`src/rtl/bridge_pkg.sv`:
```
// -----------------------------------------------------------------------------
// bridge_pkg
// Shared definitions for the remote (master) end of the UART bus bridge.
//   - Default widths and the request frame layout {mode, wdata, addr}.
//   - Field offsets within a frame (addr at the bottom, mode at the top).
//   - Transfer mode encodings and the FSM state encoding.
//   - ERR_BYTE: reply byte used when a read never completes (timeout build).
// No ports (package).
// -----------------------------------------------------------------------------
package bridge_pkg;

   localparam int DATA_WIDTH_DEF = 8;
   localparam int ADDR_WIDTH_DEF = 12;

   // Frame layout for the default widths: [MODE_BIT] mode, wdata above addr.
   localparam int FRAME_W   = DATA_WIDTH_DEF + ADDR_WIDTH_DEF + 1;
   localparam int ADDR_LSB  = 0;
   localparam int WDATA_LSB = ADDR_LSB + ADDR_WIDTH_DEF;
   localparam int MODE_BIT  = WDATA_LSB + DATA_WIDTH_DEF;

   localparam logic MODE_WRITE = 1'b1;
   localparam logic MODE_READ  = 1'b0;

   localparam logic [DATA_WIDTH_DEF-1:0] ERR_BYTE = '1;

   typedef enum logic [1:0] {
      ST_IDLE   = 2'd0,
      ST_ISSUE  = 2'd1,
      ST_RWAIT  = 2'd2,
      ST_TXSEND = 2'd3
   } bridge_state_t;

   // Frame width for arbitrary parameterisations of the bridge.
   function automatic int frame_w(input int dw, input int aw);
      return dw + aw + 1;
   endfunction

endpackage

```
`src/rtl/bridge_req_fifo.sv`:
```
// -----------------------------------------------------------------------------
// bridge_req_fifo
// Synchronous FIFO holding received request frames until the master FSM
// replays them on the local bus. Show-ahead: o_data always presents the head
// entry so the FSM can register the fields in the same cycle it pops.
//
// Ports:
//   clk, rst   clock, synchronous active-high reset (empties the FIFO)
//   i_push     write i_data (caller only pushes when not full or popping)
//   i_data     frame to store
//   i_pop      discard head entry (caller only pops when not empty)
//   o_data     head entry
//   o_full     count == DEPTH
//   o_empty    count == 0
//   o_count    number of stored entries, $clog2(DEPTH+1) bits
// -----------------------------------------------------------------------------
module bridge_req_fifo #(
   parameter int WIDTH = 21,
   parameter int DEPTH = 4
) (
   input  logic                       clk,
   input  logic                       rst,
   input  logic                       i_push,
   input  logic [WIDTH-1:0]           i_data,
   input  logic                       i_pop,
   output logic [WIDTH-1:0]           o_data,
   output logic                       o_full,
   output logic                       o_empty,
   output logic [$clog2(DEPTH+1)-1:0] o_count
);

   localparam int L_PTR_W = $clog2(DEPTH);
   localparam int L_CNT_W = $clog2(DEPTH+1);

   if ((DEPTH < 2) || ((DEPTH & (DEPTH - 1)) != 0)) begin : g_bad_depth
      $error("bridge_req_fifo: DEPTH must be a power of two and at least 2");
   end

   logic [WIDTH-1:0]   r_mem [DEPTH];
   logic [L_PTR_W-1:0] r_wr_ptr;
   logic [L_PTR_W-1:0] r_rd_ptr;
   logic [L_CNT_W-1:0] r_count;

   // Storage carries no reset so it can map onto plain RAM.
   always_ff @(posedge clk) begin
      if (i_push) begin
         r_mem[r_wr_ptr] <= i_data;
      end
   end

   // Pointers wrap naturally because DEPTH is a power of two.
   always_ff @(posedge clk) begin
      if (rst) begin
         r_wr_ptr <= '0;
         r_rd_ptr <= '0;
         r_count  <= '0;
      end else begin
         if (i_push) begin
            r_wr_ptr <= r_wr_ptr + L_PTR_W'(1);
         end
         if (i_pop) begin
            r_rd_ptr <= r_rd_ptr + L_PTR_W'(1);
         end
         case ({i_push, i_pop})
            2'b10:   r_count <= r_count + L_CNT_W'(1);
            2'b01:   r_count <= r_count - L_CNT_W'(1);
            default: r_count <= r_count;
         endcase
      end
   end

   assign o_data  = r_mem[r_rd_ptr];
   assign o_full  = (r_count == L_CNT_W'(DEPTH));
   assign o_empty = (r_count == '0);
   assign o_count = r_count;

endmodule

```
`src/rtl/bus_bridge_master.sv`:
```
// -----------------------------------------------------------------------------
// bus_bridge_master
// Remote end of the UART bus bridge. Buffers decoded request frames
// {mode, wdata, addr} in a small FIFO and replays them one at a time, in
// order, on the local master port. Read results go back to the UART TX.
//
// Ports:
//   clk, rst     clock, synchronous active-high reset
//   urx_valid    one-cycle pulse, urx_frame holds a received frame
//   urx_frame    [ADDR_WIDTH-1:0] addr, next DATA_WIDTH bits wdata, MSB mode
//   utx_data     read byte for the UART TX (held until the next read ends)
//   utx_en       one-cycle send strobe
//   utx_busy     UART TX busy (rises the cycle after utx_en)
//   m_req        local bus request, held with stable fields until m_ack
//   m_mode       1 = write, 0 = read
//   m_addr       request address
//   m_wdata      write data
//   m_ack        one-cycle pulse: request accepted
//   m_rvalid     one-cycle pulse: m_rdata valid (only looked at in RWAIT)
//   m_rdata      read data
//   frame_drop   sticky until reset: a frame was lost because the FIFO was full
//   bridge_idle  FIFO empty and FSM idle
//
// Build option BRIDGE_TIMEOUT_EN: when defined, a read that sees no m_rvalid
// for TIMEOUT_CYCLES cycles is answered with ERR_BYTE (all ones). When not
// defined, a read waits for m_rvalid indefinitely.
// -----------------------------------------------------------------------------
module bus_bridge_master
   import bridge_pkg::*;
#(
   parameter int DATA_WIDTH     = DATA_WIDTH_DEF,
   parameter int ADDR_WIDTH     = ADDR_WIDTH_DEF,
   parameter int FIFO_DEPTH     = 4,
   parameter int TIMEOUT_CYCLES = 1024
) (
   input  logic                           clk,
   input  logic                           rst,
   input  logic                           urx_valid,
   input  logic [DATA_WIDTH+ADDR_WIDTH:0] urx_frame,
   output logic [DATA_WIDTH-1:0]          utx_data,
   output logic                           utx_en,
   input  logic                           utx_busy,
   output logic                           m_req,
   output logic                           m_mode,
   output logic [ADDR_WIDTH-1:0]          m_addr,
   output logic [DATA_WIDTH-1:0]          m_wdata,
   input  logic                           m_ack,
   input  logic                           m_rvalid,
   input  logic [DATA_WIDTH-1:0]          m_rdata,
   output logic                           frame_drop,
   output logic                           bridge_idle
);

   localparam int L_FRAME_W   = frame_w(DATA_WIDTH, ADDR_WIDTH);
   localparam int L_WDATA_LSB = ADDR_LSB + ADDR_WIDTH;
   localparam int L_MODE_BIT  = L_WDATA_LSB + DATA_WIDTH;
   localparam int L_CNT_W     = $clog2(FIFO_DEPTH + 1);

   if (TIMEOUT_CYCLES < 1) begin : g_bad_timeout
      $error("bus_bridge_master: TIMEOUT_CYCLES must be at least 1");
   end

   bridge_state_t          r_state;
   bridge_state_t          w_state_next;
   logic                   w_utx_en;
   logic                   w_pop;
   logic                   w_push;
   logic                   w_full;
   logic                   w_empty;
   logic                   w_timeout;
   logic [L_CNT_W-1:0]     w_count;
   logic [L_FRAME_W-1:0]   w_head;

   logic                   r_m_mode;
   logic [ADDR_WIDTH-1:0]  r_m_addr;
   logic [DATA_WIDTH-1:0]  r_m_wdata;
   logic [DATA_WIDTH-1:0]  r_utx_data;
   logic                   r_frame_drop;

   // The FSM takes the head whenever it is idle; a frame arriving while the
   // FIFO is full still fits if that pop happens in the same cycle.
   assign w_pop  = (r_state == ST_IDLE) && !w_empty;
   assign w_push = urx_valid && (!w_full || w_pop);

   bridge_req_fifo #(
      .WIDTH (L_FRAME_W),
      .DEPTH (FIFO_DEPTH)
   ) u_fifo (
      .clk     (clk),
      .rst     (rst),
      .i_push  (w_push),
      .i_data  (urx_frame),
      .i_pop   (w_pop),
      .o_data  (w_head),
      .o_full  (w_full),
      .o_empty (w_empty),
      .o_count (w_count)
   );

`ifdef BRIDGE_TIMEOUT_EN
   localparam int L_TO_W = $clog2(TIMEOUT_CYCLES + 1);

   logic [L_TO_W-1:0] r_to_cnt;

   // Held at zero outside RWAIT, so every read starts a fresh count. The FSM
   // leaves RWAIT at the terminal value, so the counter never wraps.
   always_ff @(posedge clk) begin
      if (rst || (r_state != ST_RWAIT)) begin
         r_to_cnt <= '0;
      end else begin
         r_to_cnt <= r_to_cnt + L_TO_W'(1);
      end
   end

   assign w_timeout = (r_state == ST_RWAIT) &&
                      (r_to_cnt == L_TO_W'(TIMEOUT_CYCLES - 1));
`else
   assign w_timeout = 1'b0;
`endif

   always_ff @(posedge clk) begin
      if (rst) begin
         r_state <= ST_IDLE;
      end else begin
         r_state <= w_state_next;
      end
   end

   always_comb begin
      w_state_next = r_state;
      w_utx_en     = 1'b0;
      case (r_state)
         ST_IDLE: begin
            if (!w_empty) begin
               w_state_next = ST_ISSUE;
            end
         end
         ST_ISSUE: begin
            if (m_ack) begin
               w_state_next = (r_m_mode == MODE_WRITE) ? ST_IDLE : ST_RWAIT;
            end
         end
         ST_RWAIT: begin
            if (m_rvalid || w_timeout) begin
               w_state_next = ST_TXSEND;
            end
         end
         ST_TXSEND: begin
            if (!utx_busy) begin
               w_utx_en     = 1'b1;
               w_state_next = ST_IDLE;
            end
         end
         default: w_state_next = ST_IDLE;
      endcase
   end

   always_ff @(posedge clk) begin
      if (rst) begin
         r_m_mode     <= 1'b0;
         r_m_addr     <= '0;
         r_m_wdata    <= '0;
         r_utx_data   <= '0;
         r_frame_drop <= 1'b0;
      end else begin
         if (w_pop) begin
            r_m_mode  <= w_head[L_MODE_BIT];
            r_m_addr  <= w_head[L_WDATA_LSB-1:ADDR_LSB];
            r_m_wdata <= w_head[L_MODE_BIT-1:L_WDATA_LSB];
         end
         // Real read data takes priority over a timeout in the same cycle.
         if (r_state == ST_RWAIT) begin
            if (m_rvalid) begin
               r_utx_data <= m_rdata;
            end else if (w_timeout) begin
               r_utx_data <= '1;
            end
         end
         if (urx_valid && !w_push) begin
            r_frame_drop <= 1'b1;
         end
      end
   end

   assign m_req       = (r_state == ST_ISSUE);
   assign m_mode      = r_m_mode;
   assign m_addr      = r_m_addr;
   assign m_wdata     = r_m_wdata;
   assign utx_data    = r_utx_data;
   assign utx_en      = w_utx_en;
   assign frame_drop  = r_frame_drop;
   assign bridge_idle = (r_state == ST_IDLE) && (w_count == '0);

endmodule

```
`config.mk`:
```
export PLATFORM = sky130hd
export DESIGN_NAME = bus_bridge_master
export DESIGN_NICKNAME = d
export VERILOG_FILES = /design/src/rtl/bridge_pkg.sv /design/src/rtl/bridge_req_fifo.sv /design/src/rtl/bus_bridge_master.sv
export SDC_FILE = /design/constraint.sdc
export NUM_CORES = 1
export LEC_CHECK = 0
export ABC_AREA = 0
export BUFFER_PORTS_ARGS = -buffer_cell sky130_fd_sc_hd__buf_2
export CAP_MARGIN = 20
export CORE_UTILIZATION = 55
export CTS_CLUSTER_DIAMETER = 80
export DETAILED_ROUTE_END_ITERATION = 6
export GPL_ROUTABILITY_DRIVEN = 0
export PLACE_DENSITY = 0.88
export SYNTH_ARGS = -nofsm -noshare
export SYNTH_HDL_FRONTEND = slang
export SYNTH_HIERARCHICAL = 1
export SYNTH_SLANG_ARGS = --single-unit
```
`constraint.sdc`:
```
create_clock -name clk -period 6.7 [get_ports clk]
set_input_delay 0.67 -clock clk [delete_from_list [all_inputs] [get_ports clk]]
set_output_delay 0.67 -clock clk [all_outputs]
set_load 0.01 [all_outputs]
```
==> metrics.txt, run 1 <==
run status complete, no violations; max-capacitance violation count 0; Post-Layout Cell Count 498; sort of element at the end of the critical path flop; async set-reset flop share out of synthesis 0; number of nets in the layout roughly 420; Clk Tree Root Cell sky130_fd_sc_hd__clkbuf_8; startpoint types flop; Hold/Removal Path Class primary input to flop; overall die height approximately 95 um; setup repair after global routing missed its margin no; Internal Pwr Total about 1.8 mW; die width about 95 um; fraction of layout instances using a drive strength above 1 0.3511; Area growth syn-to-layout 21.21%; most repeated cell in the gate-level netlist after synthesis sky130_fd_sc_hd__edfxtp_1; Max stage delay cell, worst path sky130_fd_sc_hd__and2_1; fraction of power consumed by the clock network 0.351; post-CTS setup buffer count 0; Yosys warning count 6; Yosys cell types 33; Worst IR Drop VDD a little under 0.4 mV; initial antenna violation count 0; post-synthesis instance area 4743 um^2; violation count after the first detailed-routing iteration approximately 140; post-cts repair resize count 0; hold bufs inserted after CTS 0; number of inserted diodes 0; Avg Vias per Cell around 5.3; number of sinks driven by the clock tree around 130; maximum number of pins on one net before global-route repair 41; top flip-flop cell by instance count after synthesis sky130_fd_sc_hd__edfxtp_1; clock tree from TritonCTS yes; final worst path period share 0.4260; hold-critical path depth 1; Mapped Cells just over 300; die outline area ~9000 um^2; CP Cell Sequence or3_1 -> buf_4 -> a21boi_1 -> and2_1; Initial Utilization 0.5715; clock-pin slew on the worst setup and hold paths 60 ps; placed cell count 464; total via count in the routed design roughly 2,600; net switching fraction of the power 0.2892; fraction of the yosys area taken by sequential cells 0.7048; routed length per placed instance between 15 and 20 um; DPL Wire Length slightly below 5 mm; logic gate share of total power 0.240; global-route total usage across every layer 0.2020; cell type with the highest aggregate area in the netlist sky130_fd_sc_hd__edfxtp_1; max-slew violations 0; top post-synthesis cells by area sky130_fd_sc_hd__edfxtp_1 (53%), sky130_fd_sc_hd__dfxtp_1 (17%), sky130_fd_sc_hd__mux4_2 (9.5%); capture instance of the worst register-to-register path u_fifo/r_mem[0][13]; global route total overflow 0; top-area cell type share of the netlist area 0.5318; Antenna Nets Post-Route 0; switching power of the nets 0.7438 mW; critical path peak fanout 24; Worst Min Path Start urx_frame[19]; synth cell count leaders sky130_fd_sc_hd__edfxtp_1 (84), sky130_fd_sc_hd__nand2_1 (59), sky130_fd_sc_hd__dfxtp_1 (41); Post-Syn Nets 347; critical path start-end classification flop to flop; Clock Latency Late Sink about 500 ps; core region area ~8300 um^2; clk buf depth 2; Static Leakage 2.105 nW; maximum frequency from static timing analysis ~350 MHz; ratio of total power to cell area ~450 nW/um^2; final routed wirelength across all metal layers around 8.4 mm; number of top-level design ports 68; worst-case headroom to the max-slew limit 0.2632; FF-to-FF setup slack roughly 3800 ps; synthesized area per cell ~16 um^2; final critical delay including setup and external delays between 2000 and 3000 ps; Fin. Hold Viols 0; count of buffers from port buffering 67; first-pass detailed-route iteration total 4; DRC errors left 0; Final Setup Violations 0; H-tree depth 4; Setup TNS Final 0 ps; clock tree skew after final layout approximately 7.6 ps; Row Count 33; number of flops mapped to enable cells by yosys between 80 and 90; post-synthesis register bit count around 130; CTS buffer count 17; number of global-route vias before repair about 2,600; Sequential Power Share 0.408; data arrival time of the critical path approximately 3000 ps; capture endpoint of the worst hold path u_fifo/r_mem[2][19]; path depth of the worst reg2reg path 4; first-pass GRT wire length about 13 mm; Worst path max stage delay approximately 950 ps; CP Data Required Time ~6800 ps; Worst-Margin Slew around 1100 ps
-- sequential cells by signal (all words and copies together), names as in the netlist, named ones only --
signal	flops
m_addr	12
m_mode	1
u_fifo/r_mem	84
utx_data	8
u_fifo/r_wr_ptr	2
m_wdata	8
u_fifo/o_count	3
u_fifo/r_rd_ptr	2
r_state	1
frame_drop	1
-- power groups by stage --
stage	clock, mW	combinational (mW)	sequential (mW)
floorplan	0	0.463	1.06
global placement	0	0.580	1.06
detailed placement	0	0.603	1.06
CTS	0.922	0.615	1.05
global route	0.956	0.681	1.06
finish	0.904	0.619	1.05
-- critical path: cells and delay by family, from the launching register on --
kind | cells | cell delay, ps
simple gates | 2 | 1360
flops | 1 | 380
buf+inv | 1 | 240
compound gates | 1 | 480
-- worst max-delay path by stage --
stage / from / endpoint / slack, ps / cells past startpoint
finish: flop / u_fifo/r_mem[0][13] / 3850 / 4
detailed placement: u_fifo/o_count[1] / u_fifo/r_mem[0][0] / 3860 / 5
CTS: u_fifo/o_count[0] / u_fifo/r_mem[1][6] / 3820 / 5
floorplan: flop / u_fifo/o_count[2] / 4200 / 12
global route: flop / u_fifo/r_mem[0][13] / 3720 / 4
global placement: u_fifo/o_count[0] / u_fifo/r_mem[1][2] / 4000 / 5
-- logic make-up after synthesis --
group / Yosys count / synth area share
xor+xnor: 5 / 0.009234
simple gates: 85 / 0.07492
compound gates: 36 / 0.05513
buf+inv: 25 / 0.03165
mux: 24 / 0.1068
flops: 125 / 0.7048
fa+ha+maj: 6 / 0.01741
-- cell type report --
type,count,area [um^2]
Clock buffer,18,417.9
Tap cell,105,131.4
Sequential cell,125,3343
Clock inverter,14,175.2
Inverter,9,38.79
Timing Repair Buffer,71,392.9
Multi-Input combinational cell,156,1250
Fill cell,555,2550
-- stage by stage --
step / total power [mW] / utilization / hold WS, ps / setup WS (ps) / instance area [um^2]
6_report: 2.572 / 0.6927 / 379.2 / 3845 / 5749
5_1_grt: 2.701 / 0.6927 / 354.7 / 3724 / 5749
4_1_cts: 2.589 / 0.6876 / 356.2 / 3816 / 5707
3_5_place_dp: 1.666 / 0.6162 / 443.5 / 3864 / 5114
3_3_place_gp: 1.635 / 0.6162 / 438.5 / 3999 / 5114
2_1_floorplan: 1.523 / - / 474.3 / 4198 / 4743
-- layout by cell type (no fill, tap or decap), drive strengths merged, types with 2 or more instances in the layout --
cell type	n
nand2	59
a21oi	31
nor2	13
mux2i	3
clkinv	10
or3	2
xor2	3
mux4	21
edfxtp	84
inv	8
clkbuf	18
xnor2	2
dfxtp	41
bufinv	4
and2	4
buf	71
ha	5
-- per-layer routing --
layer  global-route usage  vias to the layer above  wire length [um]
li1                     -                     1266                 -
met1               0.2365                     1258              3492
met2               0.3477                       93              4365
met3              0.06602                        0               511
met4              0.07323                        0                 0
met5                    0                        -                 0
(Power assumes the default switching activity.)
==> run 2, diff against run 1 <==
- clock period: 6.7 -> 2.75 ns (I/O delays scaled with it)
==> metrics.txt, run 2 (synthesis results as in run 1) <==
count of buffers from port buffering 67; Clk Tree Root Cell sky130_fd_sc_hd__clkbuf_8; Antenna Nets Post-Route 0; footprint of the multi-input gates 1250 um^2; fraction of layout instances using a drive strength above 1 0.3512; H-tree depth 4; die width 94.87 um; total via count in the routed design ~2,900; Internal Pwr Total 4.354 mW; clk buf depth 2; number of top-level design ports slightly below 70; critical path start-end classification flop to flop; DPL Wire Length around 5.5 mm; max-capacitance violation count 0; CP Data Required Time 3180 ps; clock tree from TritonCTS yes; Setup crit end u_fifo/o_count[2]; Reg with most FFs u_fifo/r_mem; fraction of power consumed by the clock network 0.341; Fin. Hold Viols 0; number of global-route vias before repair 2,896; final routed wirelength across all metal layers around 9.5 mm; final worst path period share 0.8901; Layout fillers between 400 and 500; Hold/Removal Path Class primary input to flop; post-cts repair resize count 0; number of nets in the layout roughly 460; initial antenna violation count 0; Worst-Margin Slew between 900 and 1000 ps; maximum frequency from static timing analysis 408.5 MHz; clock tree skew after final layout 10.03 ps; most frequent cells in the layout sky130_fd_sc_hd__edfxtp_1 (84), sky130_fd_sc_hd__buf_2 (67), sky130_fd_sc_hd__nand2_1 (59), sky130_fd_sc_hd__dfxtp_1 (41), sky130_fd_sc_hd__dlygate4sd3_1 (29); Static Leakage roughly 2.3 nW; startpoint of the worst register-to-register path u_fifo/o_count[1]; first-pass GRT wire length 14.39 mm; CTS buffer count 17; Setup TNS Final 0 ps; critical path peak fanout 7; data arrival time of the critical path 2880 ps; die outline area roughly 9000 um^2; first-pass detailed-route iteration total 4; logic gate share of total power 0.253; global route total overflow 0; sort of element at the end of the critical path flop; leading cell type in the layout, fill and taps excluded sky130_fd_sc_hd__edfxtp_1; overall die height between 90 and 100 um; clock-pin slew on the worst setup and hold paths approximately 60 ps; core region area 8299 um^2; routed length per placed instance approximately 18 um; Row Count 33; path depth of the worst reg2reg path 11; setup repair after global routing missed its margin no; FF-to-FF setup slack between 300 and 400 ps; FF/Latch Area 3343 um^2; first element of the critical path u_fifo/o_count[1]; DRC errors left 0; global-route total usage across every layer 0.2283; switching power of the nets about 1.9 mW; Avg Vias per Cell approximately 5.4; maximum number of pins on one net before global-route repair between 40 and 50; pre-CTS setup slack 332.9 ps; net switching fraction of the power 0.3081; startpoint types flop; final core utilization 0.7312; Initial Utilization 0.5715; max-slew violations 0; Sequential Power Share 0.406; violation count after the first detailed-routing iteration 88; run status complete, no violations; Final Setup Violations 0; Area growth syn-to-layout 27.93%; ratio of total power to cell area 1037 nW/um^2; worst-case headroom to the max-slew limit 0.3380; capture instance of the worst register-to-register path u_fifo/o_count[2]; number of sinks driven by the clock tree about 130; Worst IR Drop VDD roughly 0.76 mV; final worst setup slack just over 300 ps; number of inserted diodes 0; final critical delay including setup and external delays between 2000 and 2500 ps; max reg flops 84; Clock Latency Late Sink 510 ps
-- run 2: changes by cell type in the layout (fill, tap and decap cells not counted), moves of 2 or more --
cell                            change
sky130_fd_sc_hd__dlygate4sd3_1     +29
sky130_fd_sc_hd__buf_4              +9
sky130_fd_sc_hd__inv_6              +5
sky130_fd_sc_hd__clkinv_1           -4
sky130_fd_sc_hd__bufinv_16          -2
sky130_fd_sc_hd__clkinvlp_4         +2
-- run 2: repair_timing --
| item | in CTS | in global routing |
|---|---|---|
| endpoints found under the hold margin | 92 | 0 |
| buffers inserted | 0 | 0 |
| hold buffers | 29 | 0 |
-- run 2: how the worst min path moves through the flow --
stage                      startpoint           to  depth (start not counted)
after global placement    utx_data[7]  utx_data[7]                          2
final                           m_ack         flop                          3
after CTS                       m_ack         flop                          3
after floorplan                   rst  utx_data[3]                          1
after detailed placement   m_wdata[0]   m_wdata[0]                          2
after global routing            m_ack         flop                          3
-- run 2: per-layer routing --
metal	track usage	vias to the layer above	routed length [um]
li1	-	1339	-
met4	0.09343	0	146
met2	0.4203	121	5099
met3	0.06441	13	518
met5	0	-	0
met1	0.2442	1411	3748
-- run 2: power groups by stage --
stage	logic [mW]	clock network, mW	registers (mW)
4_1_cts	1.60	2.18	2.56
3_3_place_gp	1.48	0	2.57
3_5_place_dp	1.55	0	2.59
5_1_grt	1.75	2.24	2.59
2_1_floorplan	1.13	0	2.58
6_report	1.59	2.14	2.56
-- run 2: final cells by class --
class / count / area share
inverters: 9 / 0.006392
multi-input cells: 156 / 0.2060
well taps: 105 / 0.02165
clock inverters: 15 / 0.02680
clock buffers: 17 / 0.06825
repair buffers: 108 / 0.1200
flip-flops and latches: 125 / 0.5509
-- run 2: worst max-delay path, cell delays in order (launching register included) --
cell	delay (ps)
sky130_fd_sc_hd__dfxtp_1	340
sky130_fd_sc_hd__nor3_1	240
sky130_fd_sc_hd__or3_1	240
sky130_fd_sc_hd__a21boi_1	110
sky130_fd_sc_hd__buf_4	170
sky130_fd_sc_hd__inv_1	60
sky130_fd_sc_hd__ha_1	180
sky130_fd_sc_hd__inv_1	60
sky130_fd_sc_hd__fa_1	380
sky130_fd_sc_hd__xor2_1	160
sky130_fd_sc_hd__or3_1	300
sky130_fd_sc_hd__a21oi_1	140
-- run 2: per-stage QoR --
stage,instances,hold slack [ps],power [mW],instance area (um^2)
after floorplan,306,344.1,3.710,4743
after global placement,474,439.3,4.051,5201
after detailed placement,474,443.7,4.133,5201
after CTS,535,44.30,6.336,6068
after global routing,535,78.33,6.585,6068
final,535,69.49,6.293,6068
==> run 3, diff against run 2 <==
- CTS_CLUSTER_DIAMETER: 80 -> 150
- MAX_ROUTING_LAYER: default -> met4
==> metrics.txt, run 3 (synthesis results as in run 1) <==
Sequential Power Share 0.406; post-cts repair resize count 0; maximum number of pins on one net before global-route repair 41; ratio of total power to cell area ~1000 nW/um^2; DPL Wire Length 5.499 mm; first-pass detailed-route iteration total 4; most frequent cells in the layout sky130_fd_sc_hd__edfxtp_1 (84), sky130_fd_sc_hd__buf_2 (67), sky130_fd_sc_hd__nand2_1 (59), sky130_fd_sc_hd__dfxtp_1 (41), sky130_fd_sc_hd__dlygate4sd3_1 (29); leading cell type in the layout, fill and taps excluded sky130_fd_sc_hd__edfxtp_1; data arrival time of the critical path 2870 ps; worst-case headroom to the max-slew limit 0.3362; critical path start-end classification flop to flop; initial antenna violation count 0; max reg flops 84; number of nets in the layout between 400 and 500; routed length per placed instance 17.76 um; core region area around 8300 um^2; clk buf depth 2; sort of element at the end of the critical path flop; fraction of layout instances using a drive strength above 1 0.3512; FF/Latch Area between 3000 and 4000 um^2; critical path peak fanout 7; Area growth syn-to-layout 27.93%; Layout fillers about 490; Clk Tree Root Cell sky130_fd_sc_hd__clkbuf_8; Avg Vias per Cell about 5.4; FF-to-FF setup slack ~320 ps; global-route total usage across every layer 0.2351; die outline area between 8000 and 9000 um^2; CP Cell Sequence nor3_1 -> or3_1 -> a21boi_1 -> buf_4 -> inv_1 -> ha_1 -> inv_1 -> fa_1 -> xor2_1 -> or3_1 -> a21oi_1; global route total overflow 0; run status complete, no violations; post-CTS setup buffer count 0; Worst-Margin Slew around 1000 ps; setup repair after global routing missed its margin no; Worst IR Drop VDD approximately 0.76 mV; clock-pin slew on the worst setup and hold paths 60 ps; overall die height roughly 95 um; CTS buffer count 17; CP Data Required Time 3180 ps; Initial Utilization 0.5715; Setup TNS Final 0 ps; Worst path max stage delay approximately 380 ps; fraction of power consumed by the clock network 0.341; H-tree depth 4; Reg with most FFs u_fifo/r_mem; Final Setup Violations 0; overall power ~6.3 mW; number of sinks driven by the clock tree around 130; final critical delay including setup and external delays roughly 2400 ps; placed cell count 474; switching power of the nets 1.939 mW; Antenna Nets Post-Route 0; total via count in the routed design around 2,900; number of inserted diodes 0; final routed wirelength across all metal layers around 9.5 mm; startpoint types flop; clock tree from TritonCTS yes; final worst path period share 0.8848; max-capacitance violation count 0; Internal Pwr Total 4.354 mW; Row Count 33; Hold/Removal Path Class primary input to flop; footprint of the multi-input gates between 1000 and 1500 um^2; clock tree skew after final layout 11.08 ps; Post-Layout Cell Count 535; first-pass GRT wire length around 14 mm; number of global-route vias before repair roughly 2,900; net switching fraction of the power 0.3081; logic gate share of total power 0.252; hold bufs inserted after CTS 29; Clock Latency Late Sink between 500 and 600 ps; count of buffers from port buffering 67; Fin. Hold Viols 0; Max stage delay cell, worst path sky130_fd_sc_hd__fa_1; max-slew violations 0; number of top-level design ports 68; DRC errors left 0; die width 94.87 um; Static Leakage between 2 and 2.5 nW; maximum frequency from static timing analysis roughly 410 MHz; violation count after the first detailed-routing iteration roughly 130
-- run 3: worst max-delay path: cells and delay by family (launching register included) --
kind / cells / cell delay (ps)
xor+xnor: 1 / 160
flops: 1 / 340
fa+ha+maj: 2 / 560
buf+inv: 3 / 290
compound gates: 2 / 250
simple gates: 3 / 770
-- run 3: layer usage --
metal	wire, um	share of wire	global-route usage	vias up
met2	5109	0.54	0.4209	118
met5	0	0	-	-
met3	550	0.058	0.06200	11
li1	-	-	-	1339
met4	136	0.014	0.09343	0
met1	3704	0.39	0.2448	1414
-- run 3: stage by stage --
step           hold slack, ps  setup slack, ps  instance area [um^2]  utilization
2_1_floorplan           344.1            248.2                  4743            -
3_3_place_gp            439.3            448.1                  5201       0.6267
3_5_place_dp            443.7            332.9                  5201       0.6267
4_1_cts                 44.30            308.4                  6068       0.7312
5_1_grt                 78.35            171.3                  6068       0.7312
6_report                70.11            316.9                  6068       0.7312
-- run 3: power groups by stage --
stage                     sequential, mW  clock [mW]  combinational, mW
after floorplan                     2.58           0               1.13
after global placement              2.57           0               1.48
after detailed placement            2.59           0               1.55
after CTS                           2.56        2.18               1.60
after global routing                2.59        2.24               1.75
final                               2.56        2.15               1.59
-- run 3: path summary, 6_finish.rpt --
kind / start / to / cells after the start
min reg2reg: m_wdata[0] / m_wdata[0] / 2
max reg2reg: u_fifo/o_count[1] / u_fifo/o_count[2] / 11
min: m_ack / flop / 3
max: u_fifo/o_count[1] / u_fifo/o_count[2] / 11
-- run 3: cell type report --
class / count / share of cell area
Inverter: 9 / 0.006392
Sequential cell: 125 / 0.5509
Timing Repair Buffer: 108 / 0.1200
Clock buffer: 17 / 0.06825
Tap cell: 105 / 0.02165
Clock inverter: 15 / 0.02680
Multi-Input combinational cell: 156 / 0.2060
